`config.mk`:
```
export PLATFORM = sky130hd
export DESIGN_NAME = freq_gen
export DESIGN_NICKNAME = d
export VERILOG_FILES = /design/src/rtl/freq_pkg.sv /design/src/rtl/freq_div_seq.sv /design/src/rtl/freq_gen.sv
export SDC_FILE = /design/constraint.sdc
export NUM_CORES = 1
export LEC_CHECK = 0
export BUFFER_PORTS_ARGS = -buffer_cell sky130_fd_sc_hd__clkbuf_2
export CAP_MARGIN = 20
export CORE_AREA = 2 2 171 173
export DETAILED_ROUTE_END_ITERATION = 16
export DIE_AREA = 0 0 173 175
export PLACE_DENSITY = 0.53
export SLEW_MARGIN = 20
export SYNTH_ARGS = -nofsm -noshare
export SYNTH_HDL_FRONTEND = slang
export SYNTH_SLANG_ARGS = --single-unit
```
`constraint.sdc`:
```
create_clock -name clk -period 5.9 [get_ports clk]
set_input_delay 0.59 -clock clk [delete_from_list [all_inputs] [get_ports clk]]
set_output_delay 0.59 -clock clk [all_outputs]
set_load 0.02 [all_outputs]
```
`src/rtl/freq_pkg.sv`:
```
// Shared constants, FSM state type and BCD helper for the freq_gen block.
package freq_pkg;

  localparam int CLK_FRE_DEF = 27_000_000;
  localparam int DIG_W       = 4;
  localparam int DIV_W       = 15;

  typedef enum logic [1:0] {
    IDLE,
    CONV,
    DIV,
    APPLY
  } state_t;

  function automatic int bcd2bin(input logic [15:0] b);
    return int'(b[15:12]) * 1000 + int'(b[11:8]) * 100
         + int'(b[7:4]) * 10 + int'(b[3:0]);
  endfunction

endpackage

```
`src/rtl/freq_div_seq.sv`:
```
// Iterative restoring divider: one quotient bit per cycle, N cycles start->done.
module freq_div_seq
  import freq_pkg::*;
#(
  parameter int N = 26,
  parameter int D = DIV_W
) (
  input  logic         clk,
  input  logic         rst,
  input  logic         start,
  input  logic [N-1:0] dividend,
  input  logic [D-1:0] divisor,
  output logic         done,
  output logic [N-1:0] quot
);

  localparam int CW = $clog2(N);
  localparam logic [CW-1:0] LAST = CW'(N - 1);

  logic [N-1:0]  qr;
  logic [D-1:0]  rem;
  logic [D-1:0]  dv;
  logic [CW-1:0] cnt;
  logic          busy;
  logic [D:0]    trial;
  logic [D:0]    diff;
  logic          ge;

  assign trial = {rem, qr[N-1]};
  assign diff  = trial - {1'b0, dv};
  assign ge    = trial >= {1'b0, dv};
  assign done  = busy && (cnt == LAST);
  assign quot  = qr;

  always_ff @(posedge clk or posedge rst) begin
    if (rst) begin
      qr   <= '0;
      rem  <= '0;
      dv   <= '0;
      cnt  <= '0;
      busy <= 1'b0;
    end else if (start) begin
      qr   <= dividend;
      rem  <= '0;
      dv   <= divisor;
      cnt  <= '0;
      busy <= 1'b1;
    end else if (busy) begin
      // remainder stays below divisor, so trial's top bit is 0 when !ge
      rem  <= ge ? diff[D-1:0] : trial[D-1:0];
      qr   <= {qr[N-2:0], ge};
      cnt  <= cnt + CW'(1);
      if (done) busy <= 1'b0;
    end
  end

endmodule

```
`src/rtl/freq_gen.sv`:
```
// Programmable BCD-set square-wave generator with handshake load.
// Define FREQ_GEN_SYNC_APPLY_EN to defer new periods to the next terminal count.
module freq_gen
  import freq_pkg::*;
#(
  parameter int          CLK_FRE      = CLK_FRE_DEF,
  parameter int          CNT_W        = 26,
  parameter logic [15:0] DEF_FREQ_BCD = 16'h1000
) (
  input  logic        clk,
  input  logic        rst,
  input  logic        load_valid,
  output logic        load_ready,
  input  logic [15:0] freq_bcd,
  input  logic        enable,
  output logic        sig_out,
  output logic [15:0] cur_freq_bcd,
  output logic        err
);

  localparam logic [CNT_W-1:0] DEF_HALF =
    CNT_W'(CLK_FRE / (2 * bcd2bin(DEF_FREQ_BCD)));
  localparam logic [CNT_W-1:0] DIVIDEND = CNT_W'(CLK_FRE);

  state_t           state, nxt;
  logic [15:0]      dig;
  logic [15:0]      conv_sh;
  logic [1:0]       idx;
  logic [13:0]      bin;
  logic [13:0]      bin_nx;
  logic             bad;
  logic             accept;
  logic             start;
  logic             apply;
  logic             done;
  logic [CNT_W-1:0] quot;
  logic [CNT_W-1:0] half;
  logic [CNT_W-1:0] cnt;
  logic             tc;

  assign load_ready = (state == IDLE);
  assign accept     = load_valid && load_ready;
  assign bad = (freq_bcd[15:12] > 4'd9) || (freq_bcd[11:8] > 4'd9)
            || (freq_bcd[7:4] > 4'd9) || (freq_bcd[3:0] > 4'd9)
            || (freq_bcd == '0);
  assign bin_nx = 14'(bin * 14'd10) + {10'd0, conv_sh[15:12]};

  always_comb begin
    nxt   = state;
    start = 1'b0;
    apply = 1'b0;
    unique case (state)
      IDLE:  if (accept && !bad) nxt = CONV;
      CONV:  if (idx == 2'd3) begin
               nxt   = DIV;
               start = 1'b1;
             end
      DIV:   if (done) nxt = APPLY;
      APPLY: begin
               nxt   = IDLE;
               apply = 1'b1;
             end
      default: nxt = IDLE;
    endcase
  end

  always_ff @(posedge clk or posedge rst) begin
    if (rst) state <= IDLE;
    else     state <= nxt;
  end

  always_ff @(posedge clk or posedge rst) begin
    if (rst) begin
      dig          <= '0;
      conv_sh      <= '0;
      idx          <= '0;
      bin          <= '0;
      err          <= 1'b0;
      cur_freq_bcd <= DEF_FREQ_BCD;
    end else begin
      if (accept) begin
        if (bad) begin
          err <= 1'b1;
        end else begin
          err     <= 1'b0;
          dig     <= freq_bcd;
          conv_sh <= freq_bcd;
          idx     <= '0;
          bin     <= '0;
        end
      end
      if (state == CONV) begin
        bin     <= bin_nx;
        conv_sh <= {conv_sh[11:0], 4'h0};
        idx     <= idx + 2'd1;
      end
      if (apply) cur_freq_bcd <= dig;
    end
  end

  // divisor is taken from the final conversion step so DIV starts at once
  freq_div_seq #(
    .N (CNT_W),
    .D (DIV_W)
  ) u_div (
    .clk      (clk),
    .rst      (rst),
    .start    (start),
    .dividend (DIVIDEND),
    .divisor  ({bin_nx, 1'b0}),
    .done     (done),
    .quot     (quot)
  );

  assign tc = (cnt == half - CNT_W'(1));

`ifdef FREQ_GEN_SYNC_APPLY_EN
  logic [CNT_W-1:0] pend;
  logic             pend_vld;

  always_ff @(posedge clk or posedge rst) begin
    if (rst) begin
      half     <= DEF_HALF;
      cnt      <= '0;
      sig_out  <= 1'b0;
      pend     <= '0;
      pend_vld <= 1'b0;
    end else begin
      if (!enable) begin
        cnt     <= '0;
        sig_out <= 1'b0;
        if (pend_vld) begin
          half     <= pend;
          pend_vld <= 1'b0;
        end
      end else if (tc) begin
        cnt     <= '0;
        sig_out <= ~sig_out;
        if (pend_vld) begin
          half     <= pend;
          pend_vld <= 1'b0;
        end
      end else begin
        cnt <= cnt + CNT_W'(1);
      end
      // a fresh result overrides any adoption in the same cycle
      if (apply) begin
        pend     <= quot;
        pend_vld <= 1'b1;
      end
    end
  end
`else
  always_ff @(posedge clk or posedge rst) begin
    if (rst) begin
      half    <= DEF_HALF;
      cnt     <= '0;
      sig_out <= 1'b0;
    end else if (apply) begin
      half    <= quot;
      cnt     <= '0;
      sig_out <= 1'b0;
    end else if (!enable) begin
      cnt     <= '0;
      sig_out <= 1'b0;
    end else if (tc) begin
      cnt     <= '0;
      sig_out <= ~sig_out;
    end else begin
      cnt <= cnt + CNT_W'(1);
    end
  end
`endif

endmodule

```
==> impl_metrics.py, run 1 <==
metrics = {
    "setup_path": {
        "crit_top_cell": "ha_1",
        "crit_buf_inv": 0,
        "critical_path.startpoint_type": "register",
        "path_delay_family": "compound AO/OA/AOI/OAI gates",
        "crit_required_ns": 6.22,
        "critPathCaptureType": "register",
        "crit_path_max_fanout": 6,
        "crit_arrival_ns": 3.84,
        "cpMaxStageDelayCell": "nor4b_1",
        "crit_chain": "ha_1 > ha_1 > and3_1 > a221o_1 > o41ai_1 > xnor2_1 > nor4b_1 > a21oi_1 > nor4_1 > o21ai_1",
        "critPathMaxStageDelay_ns": 0.51,
        "crit_type": "reg -> reg",
    },
    "clocking": {
        "clk_pin_slew_worst_paths_ns": 0.08,
        "post_cts_resized": 0,
        "clock_latency_ns": 0.44,
        "cts.sinks": 180,
        "cts_tree": "built",
        "cts_buffer_depth": 2,
        "root_buffer": "clkbuf_16",
        "cts_max_level": 4,
        "cts_made_buffers": 17,
        "post_cts_buffers": 0,
        "holdBufCountCts": 0,
    },
    "sta": {
        "max_freq_mhz": 284.4,
        "setup_viol": 0,
        "tightestPinTransition_ns": 0.8612,
        "fin_ws_ns": 2.383,
        "skew_ns": 0.01056,
        "finalHoldViolCount": 0,
        "hold_ws_ns": 0.2725,
        "relSlewSlack": 0.4259,
        "finalCritPeriodShare": 0.5960,
        "slew_viol_final": 0,
        "rsz0062_at_grt": "false",
        "tns_ns": 0,
        "fin_crit_ns": 3.517,
    },
    "routing": {
        "vias_per_cell": 4.954,
        "ant_nets": 0,
        "routed_wl_um": 20410,
        "wl_per_cell_um": 14.29,
        "dr_total_vias": 7075,
        "drt_iter0_markers": 340,
        "drc": 0,
        "drt_first_pass_iters": 5,
    },
    "placement": {
        "pre_cts_ws_ns": 2.392,
        "port_buffers": 38,
        "gp_congestion": 0.8040,
        "dp_hpwl_um": 14360,
    },
    "global_route": {
        "grt_pass1_vias": 7145,
        "grt_pass1_wl_um": 35860,
        "grt_max_degree": 113,
        "grt.total_usage": 0.1432,
        "grt_overflow": 0,
        "grt_antenna_before_repair": 0,
    },
    "synthesis": {
        "seq_area_frac_synth": 0.4593,
        "synthesis.nets": 1072,
        "synthArstFlopShare": 1.000,
        "syn_area_um2": 9831,
        "yosysUniqueCellTypes": 73,
        "syn_area_per_cell_um2": 9.792,
        "synth_seq_cells": 180,
        "syn_inst": 1004,
        "synth_edf_count": 0,
        "synthFlopType": "dfrtp_1",
        "yosysWarningCount": 0,
    },
    "power": {
        "power_w": 0.006623,
        "ir_worst_vdd_uv": 259.1,
        "p_switching_w": 0.002808,
        "pwr_density_cell_nw_per_um2": 602.0,
        "power_frac_comb": 0.485,
        "switching_share": 0.4240,
        "pwr-share-clk": 0.174,
        "leakage_nw": 4.921,
        "internal-power_w": 0.003815,
        "p_seq_frac": 0.342,
    },
    "floorplan": {
        "die_area_um2": 30280,
        "fp-row-count": 62,
        "die_y_um": 175,
        "start_util": 0.3462,
        "die_w_um": 173,
        "io_pins": 39,
        "coreArea_um2": 28390,
    },
    "finish": {
        "diodes": 0,
        "synthToLayoutAreaGrowth_pct": 11.91,
        "drive_gt1_frac": 0.1667,
        "fin_util": 0.3875,
        "nNetsFinal": 1099,
    },
    "hold_path": {
        "min_path_type": "in -> async",
    },
    "status": {
        "status": "finished, final reports clean",
    },
    "flow_run": {
        "max-cap-violations": 0,
    },
}
## cells in the final DEF, fill, tap and decap left out, types with 5 or more instances in the layout
cell and n:
dfstp_2 9, nand4b_1 6, nor2_1 66, a31oi_1 26, nor2b_1 7, ha_1 44
nor3_1 11, and3_1 6, dfrtp_1 170, nand2_1 167, nand3_1 30, clkbuf_16 17
a21oi_1 28, buf_4 9, mux2i_1 31, a21o_1 5, xnor2_1 45, inv_1 39
xor2_1 40, nor2_2 22, nor4_1 11, o21ai_0 62, mux2_2 39, clkbuf_2 38
nand4_1 9
## stage by stage
step	instances	area, um2
2_1_floorplan	1004	9831
3_5_place_dp	1396	10410
5_1_grt	1428	11000
4_1_cts	1428	11000
3_3_place_gp	1396	10410
6_report	1428	11000
## sequential cells by signal, summed over array words and instances, names as in the netlist, 13 cells and up
signal / count
bin: 13
cnt: 26
conv_sh: 16
cur_freq_bcd: 16
dig: 16
half: 26
u_div.dv: 14
u_div.quot: 26
u_div.rem: 15
## worst paths after layout
kind                             startpoint               to  slack (ns)  depth (start not counted)
min in group clk                freq_bcd[3]           dig[3]        0.40                          3
max in group asynchronous               rst          cnt[24]        4.21                          3
worst min-delay path                    rst  cur_freq_bcd[1]        0.27                          2
worst max register to register       bin[5]     u_div.dv[14]        2.38                         10
worst max-delay path                 bin[5]     u_div.dv[14]        2.38                         10
worst min register to register      dig[11]          dig[11]        0.48                          2
## power groups by stage
stage / registers (W) / clock network (W) / logic, W
5_1_grt: 0.00235 / 0.00124 / 0.00370
2_1_floorplan: 0.00220 / 0 / 0.00258
3_5_place_dp: 0.00229 / 0 / 0.00325
3_3_place_gp: 0.00227 / 0 / 0.00321
4_1_cts: 0.00227 / 0.00118 / 0.00327
6_report: 0.00226 / 0.00115 / 0.00321
## logic make-up after synthesis
family | Yosys count | synth area share
multiplexers | 70 | 0.07624
buffers and inverters | 80 | 0.03334
adder cells (fa/ha/maj) | 48 | 0.06338
AND/OR/NAND/NOR | 375 | 0.1857
AO/OA/AOI/OAI | 166 | 0.1063
XOR/XNOR | 85 | 0.07573
flip-flops | 180 | 0.4593
## synthesized netlist by cell type (11+ instances only)
cell | number | area share
nand2_1 | 167 | 0.064
nor2_2 | 21 | 0.013
nor3_1 | 11 | 0.0056
a21oi_1 | 28 | 0.014
ha_1 | 45 | 0.057
mux2_2 | 39 | 0.045
xnor2_1 | 45 | 0.040
dfrtp_1 | 171 | 0.44
clkbuf_1 | 31 | 0.012
xor2_1 | 40 | 0.036
nor4_1 | 11 | 0.0070
o21ai_0 | 62 | 0.032
nor2_1 | 67 | 0.026
mux2i_1 | 31 | 0.032
nand3_1 | 30 | 0.015
a31oi_1 | 26 | 0.017
inv_1 | 40 | 0.015
## worst register-to-register path: stages (launching register included)
cell	delay (ns)
dfrtp_1	0.40
ha_1	0.30
ha_1	0.37
and3_1	0.22
a221o_1	0.34
o41ai_1	0.49
xnor2_1	0.23
nor4b_1	0.51
a21oi_1	0.15
nor4_1	0.30
o21ai_1	0.09
## layer usage
| metal | global-route usage | routed length (um) | vias to the layer above |
|---|---|---|---|
| met3 | 0.02698 | 575 | 9 |
| met2 | 0.2265 | 9437 | 88 |
| met5 | 0 | 0 | - |
| met1 | 0.2009 | 10220 | 3445 |
| li1 | - | - | 3533 |
| met4 | 0.03884 | 177 | 0 |
## area by class of cell
cell class              instances  area [um2]
clock buffers                  17       425.4
inverters                      41       161.4
flip-flops and latches        180        4517
fillers                      2914       17390
repair buffers                 47       257.7
clock inverters                15       167.7
multi-input cells             744        4992
well taps                     384       480.5
No activity file was read; power rests on OpenSTA's default activity.
==> run 2, diff against run 1 <==
--- a/config.mk
+++ b/config.mk
@@ -5,11 +5,12 @@
 export SDC_FILE = /design/constraint.sdc
 export NUM_CORES = 1
 export LEC_CHECK = 0
+export ABC_AREA = 1
 export BUFFER_PORTS_ARGS = -buffer_cell sky130_fd_sc_hd__clkbuf_2
 export CAP_MARGIN = 20
-export CORE_AREA = 2 2 171 173
+export CORE_AREA = 2 2 172 174
 export DETAILED_ROUTE_END_ITERATION = 16
-export DIE_AREA = 0 0 173 175
+export DIE_AREA = 0 0 174 176
 export PLACE_DENSITY = 0.53
 export SLEW_MARGIN = 20
 export SYNTH_ARGS = -nofsm -noshare
==> constraint.sdc (replaced) <==
create_clock -name clk -period 3.45 [get_ports clk]
set_input_delay 0.345 -clock clk [delete_from_list [all_inputs] [get_ports clk]]
set_output_delay 0.345 -clock clk [all_outputs]
set_load 0.02 [all_outputs]
==> impl_metrics.py, run 2 <==
metrics = {
    "status": {
        "status": "finished, final reports clean",
    },
    "sta": {
        "relSlewSlack": 0.4687,
        "tns_ns": 0,
        "skew_ns": 0.01224,
        "rsz0062_at_grt": "false",
        "setup_viol": 0,
        "finalCritPeriodShare": 0.8158,
        "hold_ws_ns": 0.01708,
        "slew_viol_final": 0,
        "tightestPinTransition_ns": 0.7961,
        "fin_crit_ns": 2.814,
        "max_freq_mhz": 355.3,
        "finalHoldViolCount": 0,
    },
    "finish": {
        "layout_common_cells": "nand2_1, dfrtp_1, inv_1, nor2_1, o21ai_0",
        "num-fill-cells": 2999,
        "synthToLayoutAreaGrowth_pct": 12.43,
        "multiInputGateArea_um2": 4733,
        "final_common_cell": "nand2_1",
        "drive_gt1_frac": 0.1171,
        "nNetsFinal": 1319,
        "diodes": 0,
        "seqCellArea_um2": 4516,
    },
    "synthesis": {
        "synthFlopType": "dfrtp_1",
        "syn_inst": 1217,
        "synth_top_area_cell": "dfrtp_1",
        "synth_edf_count": 0,
        "yosysWarningCount": 0,
        "synthesis.nets": 1285,
        "yosysUniqueCellTypes": 44,
        "synthTopCellsByCount": "nand2_1, dfrtp_1, inv_1",
        "synth_seq_cells": 180,
        "seq_area_frac_synth": 0.4519,
        "syn_area_per_cell_um2": 8.211,
        "synth_top_area_share": 0.4282,
        "post-synth-top-count-cell": "nand2_1",
        "synthArstFlopShare": 1.000,
        "ys_top_cells_by_area": "dfrtp_1, nand2_1, inv_1, ha_1, nor2_1",
        "syn_area_um2": 9993,
    },
    "setup_path": {
        "critical_path.startpoint_type": "register",
        "crit_chain": "inv_1 > ha_1 > nand2_2 > nor2_2 > nand4_1 > nor2_1 > xor2_1 > nor2_1 > nand3_2 > nand2_4 > nor2_1",
        "crit_path_max_fanout": 24,
        "critPathCaptureType": "register",
        "crit_arrival_ns": 3.13,
        "critPathMaxStageDelay_ns": 0.43,
        "cpMaxStageDelayCell": "nor2_2",
        "path_delay_family": "simple AND/OR/NAND/NOR gates",
        "crit_required_ns": 3.76,
        "crit_type": "reg -> reg",
        "crit_buf_inv": 1,
        "crit_top_cell": "nor2_1",
    },
    "routing": {
        "vias_per_cell": 4.749,
        "drc": 0,
        "drt_iter0_markers": 467,
        "wl_per_cell_um": 13.49,
        "ant_nets": 0,
        "drt_first_pass_iters": 5,
        "dr_total_vias": 7827,
        "routed_wl_um": 22230,
    },
    "clocking": {
        "post_cts_resized": 0,
        "cts_max_level": 4,
        "cts.sinks": 180,
        "cts_made_buffers": 17,
        "clock_latency_ns": 0.44,
        "holdBufCountCts": 0,
        "root_buffer": "clkbuf_16",
        "post_cts_buffers": 0,
        "clk_pin_slew_worst_paths_ns": 0.08,
        "cts_buffer_depth": 2,
        "cts_tree": "built",
    },
    "global_route": {
        "grt_antenna_before_repair": 0,
        "grt.total_usage": 0.1532,
        "grt_overflow": 0,
        "grt_max_degree": 110,
        "grt_pass1_vias": 7762,
        "grt_pass1_wl_um": 38670,
    },
    "placement": {
        "port_buffers": 38,
        "gp_congestion": 0.8070,
        "dp_hpwl_um": 16470,
    },
    "power": {
        "internal-power_w": 0.003132,
        "leakage_nw": 5.843,
        "pwr_density_cell_nw_per_um2": 375.3,
        "ir_worst_vdd_uv": 230.8,
        "pwr-share-clk": 0.477,
        "p_switching_w": 0.001085,
        "p_seq_frac": 0.502,
        "power_frac_comb": 0.021,
        "switching_share": 0.2573,
    },
    "floorplan": {
        "start_util": 0.3501,
        "die_y_um": 176,
        "die_area_um2": 30620,
        "io_pins": 39,
        "fp-row-count": 62,
        "coreArea_um2": 28550,
        "die_w_um": 174,
    },
    "flow_run": {
        "max-cap-violations": 0,
    },
    "hold_path": {
        "min_path_type": "in -> async",
    },
}
## run 2: layer usage
metal | part of all wire | vias to the layer above | track usage
met4 | 0.0081 | 0 | 0.03116
met5 | 0 | - | 0
met1 | 0.49 | 3688 | 0.2084
li1 | - | 4018 | -
met2 | 0.48 | 107 | 0.2580
met3 | 0.026 | 14 | 0.02670
## run 2: stage by stage
stage / util / area, um2 / cells / power (W) / setup WS, ns
floorplan: - / 9997 / 1217 / 0.002216 / 0.8038
global route: 0.3936 / 11240 / 1648 / 0.004374 / 0.2318
CTS: 0.3936 / 11240 / 1648 / 0.004293 / 0.6208
detailed placement: 0.3716 / 10610 / 1616 / 0.002252 / 0.6532
global placement: 0.3716 / 10610 / 1616 / 0.002252 / 0.7751
finish: 0.3936 / 11240 / 1648 / 0.004217 / 0.6356
## run 2: cells by family (layout without fill, tap and decap cells)
kind of cell	after synthesis	count (layout)	share of synthesized area
fa+ha+maj	48	48	0.06235
xor+xnor	64	64	0.05609
mux	16	16	0.01803
simple gates	538	538	0.2324
flops	180	180	0.4519
compound gates	183	183	0.1045
buf+inv	188	235	0.07475
## run 2: layout make-up
class | instances | area share
multi-input cells | 849 | 0.4213
flip-flops and latches | 180 | 0.4019
inverters | 154 | 0.05178
well taps | 384 | 0.04276
clock buffers | 17 | 0.03786
repair buffers | 49 | 0.02650
clock inverters | 15 | 0.01793
## run 2: final timing paths
path / start / to / slack, ns / cells after the start
worst max-delay path: half[0] / cnt[19] / 0.64 / 11
worst min-delay path: rst / u_div.rem[11] / 0.02 / 3
worst max register to register: half[0] / cnt[19] / 0.64 / 11
worst min register to register: u_div.cnt[4] / u_div.cnt[4] / 0.47 / 1
max in group asynchronous: rst / cnt[24] / 2.88 / 3
min in group clk: freq_bcd[14] / dig[14] / 0.15 / 3
## run 2: worst reg2reg max path: cells and delay by family, from the launching register on
| family | cells | cell delay, ns |
|---|---|---|
| AND/OR/NAND/NOR | 8 | 1.72 |
| buffers and inverters | 1 | 0.18 |
| XOR/XNOR | 1 | 0.08 |
| adder cells (fa/ha/maj) | 1 | 0.29 |
| flip-flops | 1 | 0.41 |
## run 2: power by group through the flow
| stage | Sequential [W] | Clock [W] | Combinational (W) |
|---|---|---|---|
| floorplan | 0.00216 | 0 | 0.0000555 |
| global placement | 0.00216 | 0 | 0.0000923 |
| detailed placement | 0.00216 | 0 | 0.0000919 |
| CTS | 0.00212 | 0.00208 | 0.0000922 |
| global route | 0.00212 | 0.00215 | 0.000103 |
| finish | 0.00212 | 0.00201 | 0.0000872 |
==> run 3, diff against run 2 <==
==> constraint.sdc (replaced) <==
create_clock -name clk -period 2.6 [get_ports clk]
set_input_delay 0.26 -clock clk [delete_from_list [all_inputs] [get_ports clk]]
set_output_delay 0.26 -clock clk [all_outputs]
set_load 0.02 [all_outputs]
==> impl_metrics.py, run 3 (synthesis gave the netlist of run 2 again) <==
metrics = {
    "status": {
        "status": "finished, final reports clean",
    },
    "power": {
        "power_w": 0.005475,
        "leakage_nw": 5.935,
        "ir_worst_vdd_uv": 459.8,
        "pwr_density_cell_nw_per_um2": 479.9,
    },
    "global_route": {
        "grt_pass1_vias": 7737,
        "grt_antenna_before_repair": 0,
        "grt_pass1_wl_um": 38420,
        "grt.total_usage": 0.1540,
        "grt_overflow": 0,
        "grt_max_degree": 55,
    },
    "setup_path": {
        "crit_path_max_fanout": 4,
        "crit_buf_inv": 4,
        "critical_path.startpoint_type": "register",
        "crit_type": "reg -> reg",
        "crit_chain": "ha_1 > ha_1 > inv_1 > fa_2 > inv_1 > nand3_1 > nand2_1 > buf_4 > nand3_1 > nand2_1 > nand2_1 > nand2_1 > inv_1 > nand4_1 > nand2_1 > nand2_1 > o21ai_0",
        "cpMaxStageDelayCell": "dfrtp_1",
        "critPathMaxStageDelay_ns": 0.40,
        "crit_required_ns": 2.92,
        "crit_top_cell": "nand2_1",
        "path_delay_family": "adder cells",
        "crit_arrival_ns": 2.74,
        "critPathCaptureType": "register",
    },
    "sta": {
        "tightestPinTransition_ns": 0.5914,
        "finalCritPeriodShare": 0.9318,
        "fin_crit_ns": 2.423,
        "tns_ns": 0,
        "slew_viol_final": 0,
        "max_freq_mhz": 412.8,
        "skew_ns": 0.009553,
        "setup_viol": 0,
        "finalHoldViolCount": 0,
        "relSlewSlack": 0.6049,
    },
    "finish": {
        "drive_gt1_frac": 0.1366,
        "fin_util": 0.3996,
        "nNetsFinal": 1337,
        "diodes": 0,
        "final_common_cell": "nand2_1",
        "design_area_um2": 11410,
        "layout_common_cells": "nand2_1, dfrtp_1, inv_1, nor2_1, o21ai_0",
        "num-fill-cells": 2954,
        "synthToLayoutAreaGrowth_pct": 14.16,
    },
    "floorplan": {
        "io_pins": 39,
        "die_y_um": 176,
        "fp-row-count": 62,
        "die_area_um2": 30620,
        "die_w_um": 174,
        "coreArea_um2": 28550,
        "start_util": 0.3501,
    },
    "placement": {
        "port_buffers": 38,
        "gp_congestion": 0.8884,
        "dp_hpwl_um": 16620,
        "post_dp_cell_area_um2": 10740,
    },
    "clocking": {
        "clk_pin_slew_worst_paths_ns": 0.08,
        "cts_max_level": 4,
        "cts_buffer_depth": 2,
        "root_buffer": "clkbuf_16",
        "cts_tree": "built",
        "clock_latency_ns": 0.43,
        "cts_made_buffers": 17,
        "cts.sinks": 180,
    },
    "routing": {
        "dr_total_vias": 7849,
        "ant_nets": 0,
        "vias_per_cell": 4.714,
        "drt_iter0_markers": 412,
        "drc": 0,
        "wl_per_cell_um": 13.47,
        "routed_wl_um": 22420,
        "drt_first_pass_iters": 4,
    },
    "flow_run": {
        "max-cap-violations": 0,
    },
    "hold_path": {
        "min_path_type": "in -> reg",
    },
}
[run 3: changes by cell type in the layout (fill, tap and decap cells not counted), moves of 2 or more]
cell      before  now
o21ai_0       77   74
nor2_2        25   28
clkinv_8       7    3
buf_12         2    4
o21ai_1        0    3
buf_4          9   24
inv_12         2    0
xnor2_2        0    2
nor2_1       110  106
xnor2_1       33   31
[run 3: per-stage QoR]
step,cells,hold WS (ns),setup WS [ns]
3_5_place_dp,1630,0.3549,0.06124
6_report,1665,0.07301,0.1774
5_1_grt,1665,0.09560,-0.005079
4_1_cts,1662,0.06641,0.05417
2_1_floorplan,1217,0.3875,0.03876
3_3_place_gp,1630,0.3506,0.1056
[run 3: repair_timing]
action,4_1_cts,5_1_grt
hold buffers,1,0
buffers inserted,0,3
endpoints found under the setup margin,0,12
hold endpoints to repair,17,0
resized for setup,0,16
[run 3: worst paths after layout]
check | start | endpoint | slack (ns) | cells past startpoint
setup / recovery | bin[3] | u_div.dv[13] | 0.18 | 17
hold / removal | freq_bcd[13] | dig[13] | 0.07 | 3
setup reg to reg | bin[3] | u_div.dv[13] | 0.18 | 17
hold reg to reg | u_div.cnt[4] | u_div.cnt[4] | 0.47 | 1
max in group asynchronous | rst | conv_sh[13] | 1.42 | 4
min in group asynchronous | rst | u_div.dv[7] | 0.46 | 3
[run 3: where the power goes]
| group | switching (W) | internal (W) | leakage, nW |
|---|---|---|---|
| clock network | 0.00124 | 0.00130 | 0.280 |
| logic | 0.0000913 | 0.0000360 | 3.31 |
| registers | 0.00000646 | 0.00280 | 2.34 |
| total | 0.00134 | 0.00414 | 5.94 |
[run 3: layout make-up]
class | instances | area [um2] | share of cell area
Multi-Input combinational cell | 849 | 4791 | 0.4199
Tap cell | 384 | 480.5 | 0.04211
Timing Repair Buffer | 67 | 460.4 | 0.04036
Sequential cell | 180 | 4516 | 0.3958
Clock buffer | 18 | 439.2 | 0.03850
Clock inverter | 13 | 140.1 | 0.01228
Inverter | 154 | 581.8 | 0.05100
[run 3: per-layer routing]
layer / track usage / wire length (um) / up-vias
met5: 0 / 0 / -
met4: 0.03922 / 211 / 0
met3: 0.02562 / 458 / 13
met2: 0.2527 / 10440 / 94
met1: 0.2126 / 11320 / 3702
li1: - / - / 4040
[run 3: worst reg2reg max path: stages, from the launching register on]
cell and delay [ns]:
dfrtp_1 0.40, ha_1 0.28, ha_1 0.16, inv_1 0.07
fa_2 0.35, inv_1 0.08, nand3_1 0.06, nand2_1 0.13
buf_4 0.12, nand3_1 0.08, nand2_1 0.08, nand2_1 0.04
nand2_1 0.12, inv_1 0.05, nand4_1 0.08, nand2_1 0.07
nand2_1 0.05, o21ai_0 0.07
